## src/rtl/motor_pwm_drive.sv

```systemverilog
// -----------------------------------------------------------------------------
// motor_pwm_drive
//
// Receiving end of the wheel-speed interface. Turns the 7-bit left/right
// wheel speed targets and the brake flag into two PWM signals for the
// H-bridge drivers. Duty changes are slew-limited once per PWM period, so a
// step in the target becomes a ramp. Braking acts on the very next clock and
// is never ramped.
//
// Parameters:
//   PRESCALE  - clock cycles per PWM counter tick (>= 1)
//   RAMP_STEP - maximum duty change per PWM period (1..127, 127 = no ramp)
//
// Ports:
//   clk          in   system clock
//   rst          in   asynchronous reset, active-high
//   en           in   drive enable; low = outputs idle, counters held at 0
//   v_l, v_r     in   7-bit wheel target speeds, 0..127
//   brk          in   brake request, sampled every cycle
//   pwm_l, pwm_r out  registered PWM outputs
//   brk_o        out  short-brake drive to the H-bridges
//   duty_l/_r    out  current ramped duties
//   period_start out  one-cycle pulse the cycle after a period boundary
// -----------------------------------------------------------------------------
module motor_pwm_drive #(
    parameter int PRESCALE  = 8,
    parameter int RAMP_STEP = 4
) (
    input  logic       clk,
    input  logic       rst,
    input  logic       en,
    input  logic [6:0] v_l,
    input  logic [6:0] v_r,
    input  logic       brk,
    output logic       pwm_l,
    output logic       pwm_r,
    output logic       brk_o,
    output logic [6:0] duty_l,
    output logic [6:0] duty_r,
    output logic       period_start
);

    localparam int PW = (PRESCALE > 1) ? $clog2(PRESCALE) : 1;
    localparam logic [PW-1:0] PRE_LAST = PW'(PRESCALE - 1);
    localparam logic [6:0]    CNT_LAST = 7'd126;
    localparam logic [7:0]    STEP     = 8'(RAMP_STEP);

    // Slew-limited move of duty toward target. 8-bit intermediates keep the
    // difference and sum free of wrap; the result is bounded by the target,
    // so it can never leave 0..127.
    function automatic logic [6:0] ramp(input logic [6:0] duty,
                                        input logic [6:0] target);
        logic [7:0] d;
        logic [7:0] t;
        logic [7:0] diff;
        logic [7:0] res;
        d    = {1'b0, duty};
        t    = {1'b0, target};
        diff = 8'd0;
        res  = d;
        if (t > d) begin
            diff = t - d;
            res  = d + ((diff < STEP) ? diff : STEP);
        end else if (t < d) begin
            diff = d - t;
            res  = d - ((diff < STEP) ? diff : STEP);
        end else begin
            res = d;
        end
        return res[6:0];
    endfunction

    logic [PW-1:0] pre_cnt_r;
    logic [6:0]    pwm_cnt_r;
    logic [6:0]    duty_l_r;
    logic [6:0]    duty_r_r;
    logic          pwm_l_r;
    logic          pwm_r_r;
    logic          brk_o_r;
    logic          period_start_r;

    logic [PW-1:0] pre_cnt_s;
    logic [6:0]    pwm_cnt_s;
    logic [6:0]    duty_l_s;
    logic [6:0]    duty_r_s;
    logic          pwm_l_s;
    logic          pwm_r_s;
    logic          brk_o_s;
    logic          period_start_s;
    logic          tick_s;
    logic          boundary_s;

    // Prescaler tick and period boundary decode.
    always_comb begin
        tick_s     = 1'b0;
        boundary_s = 1'b0;
        if (en) begin
            tick_s     = (pre_cnt_r == PRE_LAST);
            boundary_s = tick_s && (pwm_cnt_r == CNT_LAST);
        end else begin
            tick_s     = 1'b0;
            boundary_s = 1'b0;
        end
    end

    // Next-state for counters, duties and registered outputs.
    always_comb begin
        pre_cnt_s      = '0;
        pwm_cnt_s      = 7'd0;
        duty_l_s       = 7'd0;
        duty_r_s       = 7'd0;
        pwm_l_s        = 1'b0;
        pwm_r_s        = 1'b0;
        period_start_s = 1'b0;
        brk_o_s        = brk;
        if (en) begin
            if (tick_s) begin
                pre_cnt_s = '0;
                pwm_cnt_s = (pwm_cnt_r == CNT_LAST) ? 7'd0 : (pwm_cnt_r + 7'd1);
            end else begin
                pre_cnt_s = pre_cnt_r + PW'(1);
                pwm_cnt_s = pwm_cnt_r;
            end
            // Compare uses the current counter/duty, giving one clock of latency.
            pwm_l_s        = (pwm_cnt_r < duty_l_r) && !brk;
            pwm_r_s        = (pwm_cnt_r < duty_r_r) && !brk;
            period_start_s = boundary_s;
            // Brake overrides a coinciding boundary update.
            if (brk) begin
                duty_l_s = 7'd0;
                duty_r_s = 7'd0;
            end else if (boundary_s) begin
                duty_l_s = ramp(duty_l_r, v_l);
                duty_r_s = ramp(duty_r_r, v_r);
            end else begin
                duty_l_s = duty_l_r;
                duty_r_s = duty_r_r;
            end
        end else begin
            pre_cnt_s = '0;
            pwm_cnt_s = 7'd0;
        end
    end

    // State and output registers.
    always_ff @(posedge clk or posedge rst) begin
        if (rst) begin
            pre_cnt_r      <= '0;
            pwm_cnt_r      <= 7'd0;
            duty_l_r       <= 7'd0;
            duty_r_r       <= 7'd0;
            pwm_l_r        <= 1'b0;
            pwm_r_r        <= 1'b0;
            brk_o_r        <= 1'b0;
            period_start_r <= 1'b0;
        end else begin
            pre_cnt_r      <= pre_cnt_s;
            pwm_cnt_r      <= pwm_cnt_s;
            duty_l_r       <= duty_l_s;
            duty_r_r       <= duty_r_s;
            pwm_l_r        <= pwm_l_s;
            pwm_r_r        <= pwm_r_s;
            brk_o_r        <= brk_o_s;
            period_start_r <= period_start_s;
        end
    end

    assign pwm_l        = pwm_l_r;
    assign pwm_r        = pwm_r_r;
    assign brk_o        = brk_o_r;
    assign duty_l       = duty_l_r;
    assign duty_r       = duty_r_r;
    assign period_start = period_start_r;

endmodule
```

## config.mk

```make
export PLATFORM = sky130hd
export DESIGN_NAME = motor_pwm_drive
export DESIGN_NICKNAME = d
export VERILOG_FILES = /design/src/rtl/motor_pwm_drive.sv
export SDC_FILE = /design/constraint.sdc
export NUM_CORES = 1
export LEC_CHECK = 0
export CAP_MARGIN = 20
export CORE_ASPECT_RATIO = 0.6
export CORE_MARGIN = 5
export CORE_UTILIZATION = 45
export DETAILED_ROUTE_END_ITERATION = 12
export PLACE_DENSITY = 0.66
export SLEW_MARGIN = 20
export SYNTH_ARGS = -nofsm -noshare
export SYNTH_HDL_FRONTEND = slang
export SYNTH_SLANG_ARGS = --single-unit
```

## constraint.sdc

```tcl
create_clock -name clk -period 6.2 [get_ports clk]
set_clock_uncertainty 0.1 [all_clocks]
set_input_delay 1.86 -clock clk [delete_from_list [all_inputs] [get_ports clk]]
set_output_delay 1.86 -clock clk [all_outputs]
set_load 0.01 [all_outputs]
```

==> run_results.csv <==
group,metric,value,unit
outcome,status,"complete, no violations",
grt,grt_overflow_total,0,
cells_and_area,final_cell_mix,"ha_1, inv_1, nand2_1",
synth,synth_cell_types,59,
cells_and_area,seq_area,700.7,sq um
clock_network,clock_latency,0.27,ns
clock_network,cts_buffer_depth,2,
timing,fin_crit,6.017,ns
critical_path,r2r-end,"duty_r[6]$_DFFE_PP0P_",
critical_path,cp.required,6.26,ns
power_and_ir_drop,leakagePower,1.948,nW
detailed_routing,dr.pass1.iters,5,
timing,slew_headroom,0.5050,
synth,ys_dominant_reg_cell,"dfrtp_1",
die,fp.dieH,78.23,microns
synth,ys_seq_area_frac,0.2007,
synth,netlist_area,0.003491,sq mm
timing,finalSetupViolations,0,
synth,synthCells,428,
min_path,min_path_type,"register to register",
detailed_routing,wl,9673,microns
grt,grt_max_degree,18,
critical_path,slowest_delay,0.43,ns
timing,min_period_over_period,0.9704,
critical_path,cp_max_fo,3,
placement,placed_area,0.004136,sq mm
critical_path,path_delay_family,"adder cells",
cells_and_area,num-nets-final,566,
clock_network,clk_pin_slew,0.07,ns
critical_path,reg2reg_from,"duty_r[1]$_DFFE_PP0P_",
timing,worst_slack,0.1833,ns
cells_and_area,final_area,0.004279,sq mm
critical_path,rrSetupSlack,1.75,ns
cells_and_area,drive_gt1_frac,0.1035,
synth,synth_top_area_cell,"ha_1",
timing,finalHoldViolations,0,
critical_path,reg2reg_depth,17,
grt,grt_util_all_layers,0.2066,
timing,setup_tns,0,ns
min_path,hold_path_depth,1,
synth,yosys.area_share.xor_xnor,0.02007,
power_and_ir_drop,p_sw,0.0001370,W
clock_network,htree_levels,1,
power_and_ir_drop,ir_drop,0.1475,mV
critical_path,arrival,6.08,ns
synth,ys_ff_latch,28,
critical_path,worst-path-buf-inv,3,
clock_network,hold_buffers,0,
grt,grt_pass1_vias,3017,
placement,hpwl,8078,microns
critical_path,end_kind,"register",
detailed_routing,wl_per_cell,16.48,microns
timing,worstMarginPinSlew,0.7426,ns
placement,dp_worst_setup_slack,-0.3241,ns
clock_network,cts_made_buffers,3,
grt,grt_pass1_wl,15930,microns
die,rows,24,
power_and_ir_drop,power_frac_seq,0.365,
synth,synth_edf_count,0,
critical_path,path_cells,"clkdlybuf4s50_1, inv_1, ha_1, inv_1, fa_2, a211oi_2, o21ai_2, xor2_1, nor3_2, and2_4, nand2_1, ha_1, a22o_1, fa_1, nor2b_2, o31a_1, or4_1, nand3_1, or3_1, a32o_1",
timing,drv_slew,0,
synth,synth_compound_area_frac,0.2634,
die,die_width,123.7,microns
critical_path,worst_path_max_delay_cell,"fa_1",
min_path,min_from,"pre_cnt_r[0]$_DFF_PP0_",
synth,synth_top_cell_area_share,0.2079,
synth,ys.warnings.count,0,
synth,synthAdderAreaFrac,0.2423,
synth,synth_top_family_by_area,"compound AO/OA/AOI/OAI gates",
cells_and_area,nFillCells,719,
synth,yosys-top-cells-area,"ha_1, dfrtp_1, inv_1",
synth,synthArstFlopShare,1.000,
cells_and_area,n_antenna_cell,0,
die,dieArea,0.009677,sq mm
cells_and_area,area_delta_synth_final,22.58,%
power_and_ir_drop,internal-power,0.0003700,W
detailed_routing,ant_nets,0,
clock_network,numClockSinks,28,
power_and_ir_drop,p_total,0.0005070,W
power_and_ir_drop,combPwrFrac,0.250,
synth,synth-simple-area-share,0.1957,
power_and_ir_drop,switching_share,0.2702,
synth,synthMuxAreaShare,0.01183,
die,start_util,0.4706,
synth,syn_nets,510,
timing,rsz0062_at_grt,"false",
grt,antenna_found_initial,0,
detailed_routing,via_per_inst,5.671,
min_path,hold_end,"pre_cnt_r[0]$_DFF_PP0_",
cells_and_area,multi_input_area,0.002590,sq mm
placement,port_buffers,35,
critical_path,critPathKind,"primary input to register",
power_and_ir_drop,power.density,118.5,mW/mm^2
timing,max_freq,166.2,MHz
power_and_ir_drop,pwr-share-clk,0.385,
run,cap_viol_max_count,0,
synth,syn-mean-instance-area,8.156,sq um
placement,gp_congestion,0.9177,
detailed_routing,drc,0,
timing,worst_hold_slack,0.3381,ns
die,coreArea,0.007417,sq mm
clock_network,clockRootBuffer,"clkbuf_16",
detailed_routing,num_vias,3329,
critical_path,startpoint_type,"primary input",
die,io_pins,36,
detailed_routing,dr.first_iter.drc_count,265,
cells_and_area,layout_commonest_cell,"ha_1",
clock_network,tritoncts,"yes",
-- stage by stage --
| step | cells | utilization |
|---|---|---|
| after floorplan | 428 | - |
| after global placement | 581 | 0.5540 |
| after detailed placement | 582 | 0.5577 |
| after CTS | 586 | 0.5725 |
| after global routing | 587 | 0.5769 |
| final | 587 | 0.5769 |
-- sequential cells by signal, indices dropped and copies added, names as in the netlist --
| name | flops |
|---|---|
| duty_l | 7 |
| duty_r | 7 |
| pwm_cnt_r | 7 |
| pre_cnt_r | 3 |
| brk_o | 1 |
| period_start | 1 |
| pwm_l | 1 |
| pwm_r | 1 |
-- worst reg2reg max path: stages (launching register included) --
cell and delay, ns:
dfrtp_1 0.47, inv_1 0.17, fa_2 0.41, a211oi_2 0.31, o21ai_2 0.12, xor2_1 0.19, nor3_2 0.16, and2_4 0.18
nand2_1 0.05, ha_1 0.31, a22o_1 0.23, fa_1 0.43, nor2b_2 0.18, o31a_1 0.24, or4_1 0.14, nand3_1 0.08
or3_1 0.31, a32o_1 0.26
-- power groups by stage --
stage	logic (W)	clock network, W	registers [W]
after floorplan	0.0000739	0	0.000189
after detailed placement	0.000122	0	0.000189
after global routing	0.000139	0.000210	0.000185
after global placement	0.000118	0	0.000189
after CTS	0.000123	0.000199	0.000185
final	0.000127	0.000195	0.000185
-- final cells by class --
type                       count  area share
multi-input combinational    341      0.6053
sequential                    28      0.1637
timing repair buffer          62      0.1339
inverter                      48     0.04211
tap                          104     0.03041
clock buffer                   3     0.01754
clock inverter                 1    0.007018
-- routing by layer --
layer	part of all wire	wire length, microns	global-route usage
met4	0.0012	12	0.009945
met3	0.077	741	0.04885
met5	0	0	0
met2	0.34	3296	0.2367
met1	0.58	5622	0.3738
-- synth_stat cells, types with 8 or more instances --
cell and number:
nor2_1 18, nand2b_1 13, o21ai_0 33, dfrtp_1 28, ha_1 58, inv_1 48
nor2b_1 13, nand3_1 12, a21o_1 13, a21oi_1 26, nand2_1 37, nor3_1 8
-- worst max-delay path by stage --
stage	from	to	slack [ns]	cells after the start
after floorplan	v_r[0]	duty_r[6]$_DFFE_PP0P_	0.43	19
after global placement	v_r[0]	duty_r[6]$_DFFE_PP0P_	-0.09	20
after detailed placement	v_r[0]	duty_r[6]$_DFFE_PP0P_	-0.32	20
after CTS	v_r[0]	duty_r[6]$_DFFE_PP0P_	0.03	20
after global routing	v_r[0]	duty_r[6]$_DFFE_PP0P_	0.01	20
final	v_r[0]	duty_r[6]$_DFFE_PP0P_	0.18	20
-- what timing repair did --
action                                  4_1_cts  5_1_grt
buffers inserted                              0        1
endpoints found under the setup margin        1        3
resized for setup                             1        8
pin swaps                                     0        3
cloned                                        0        0
-- cells by family after synthesis --
family | Yosys count
buf+inv | 59
simple gates | 130
xor+xnor | 8
flops | 28
fa+ha+maj | 64
compound gates | 135
mux | 4
(Power assumes the default switching activity.)
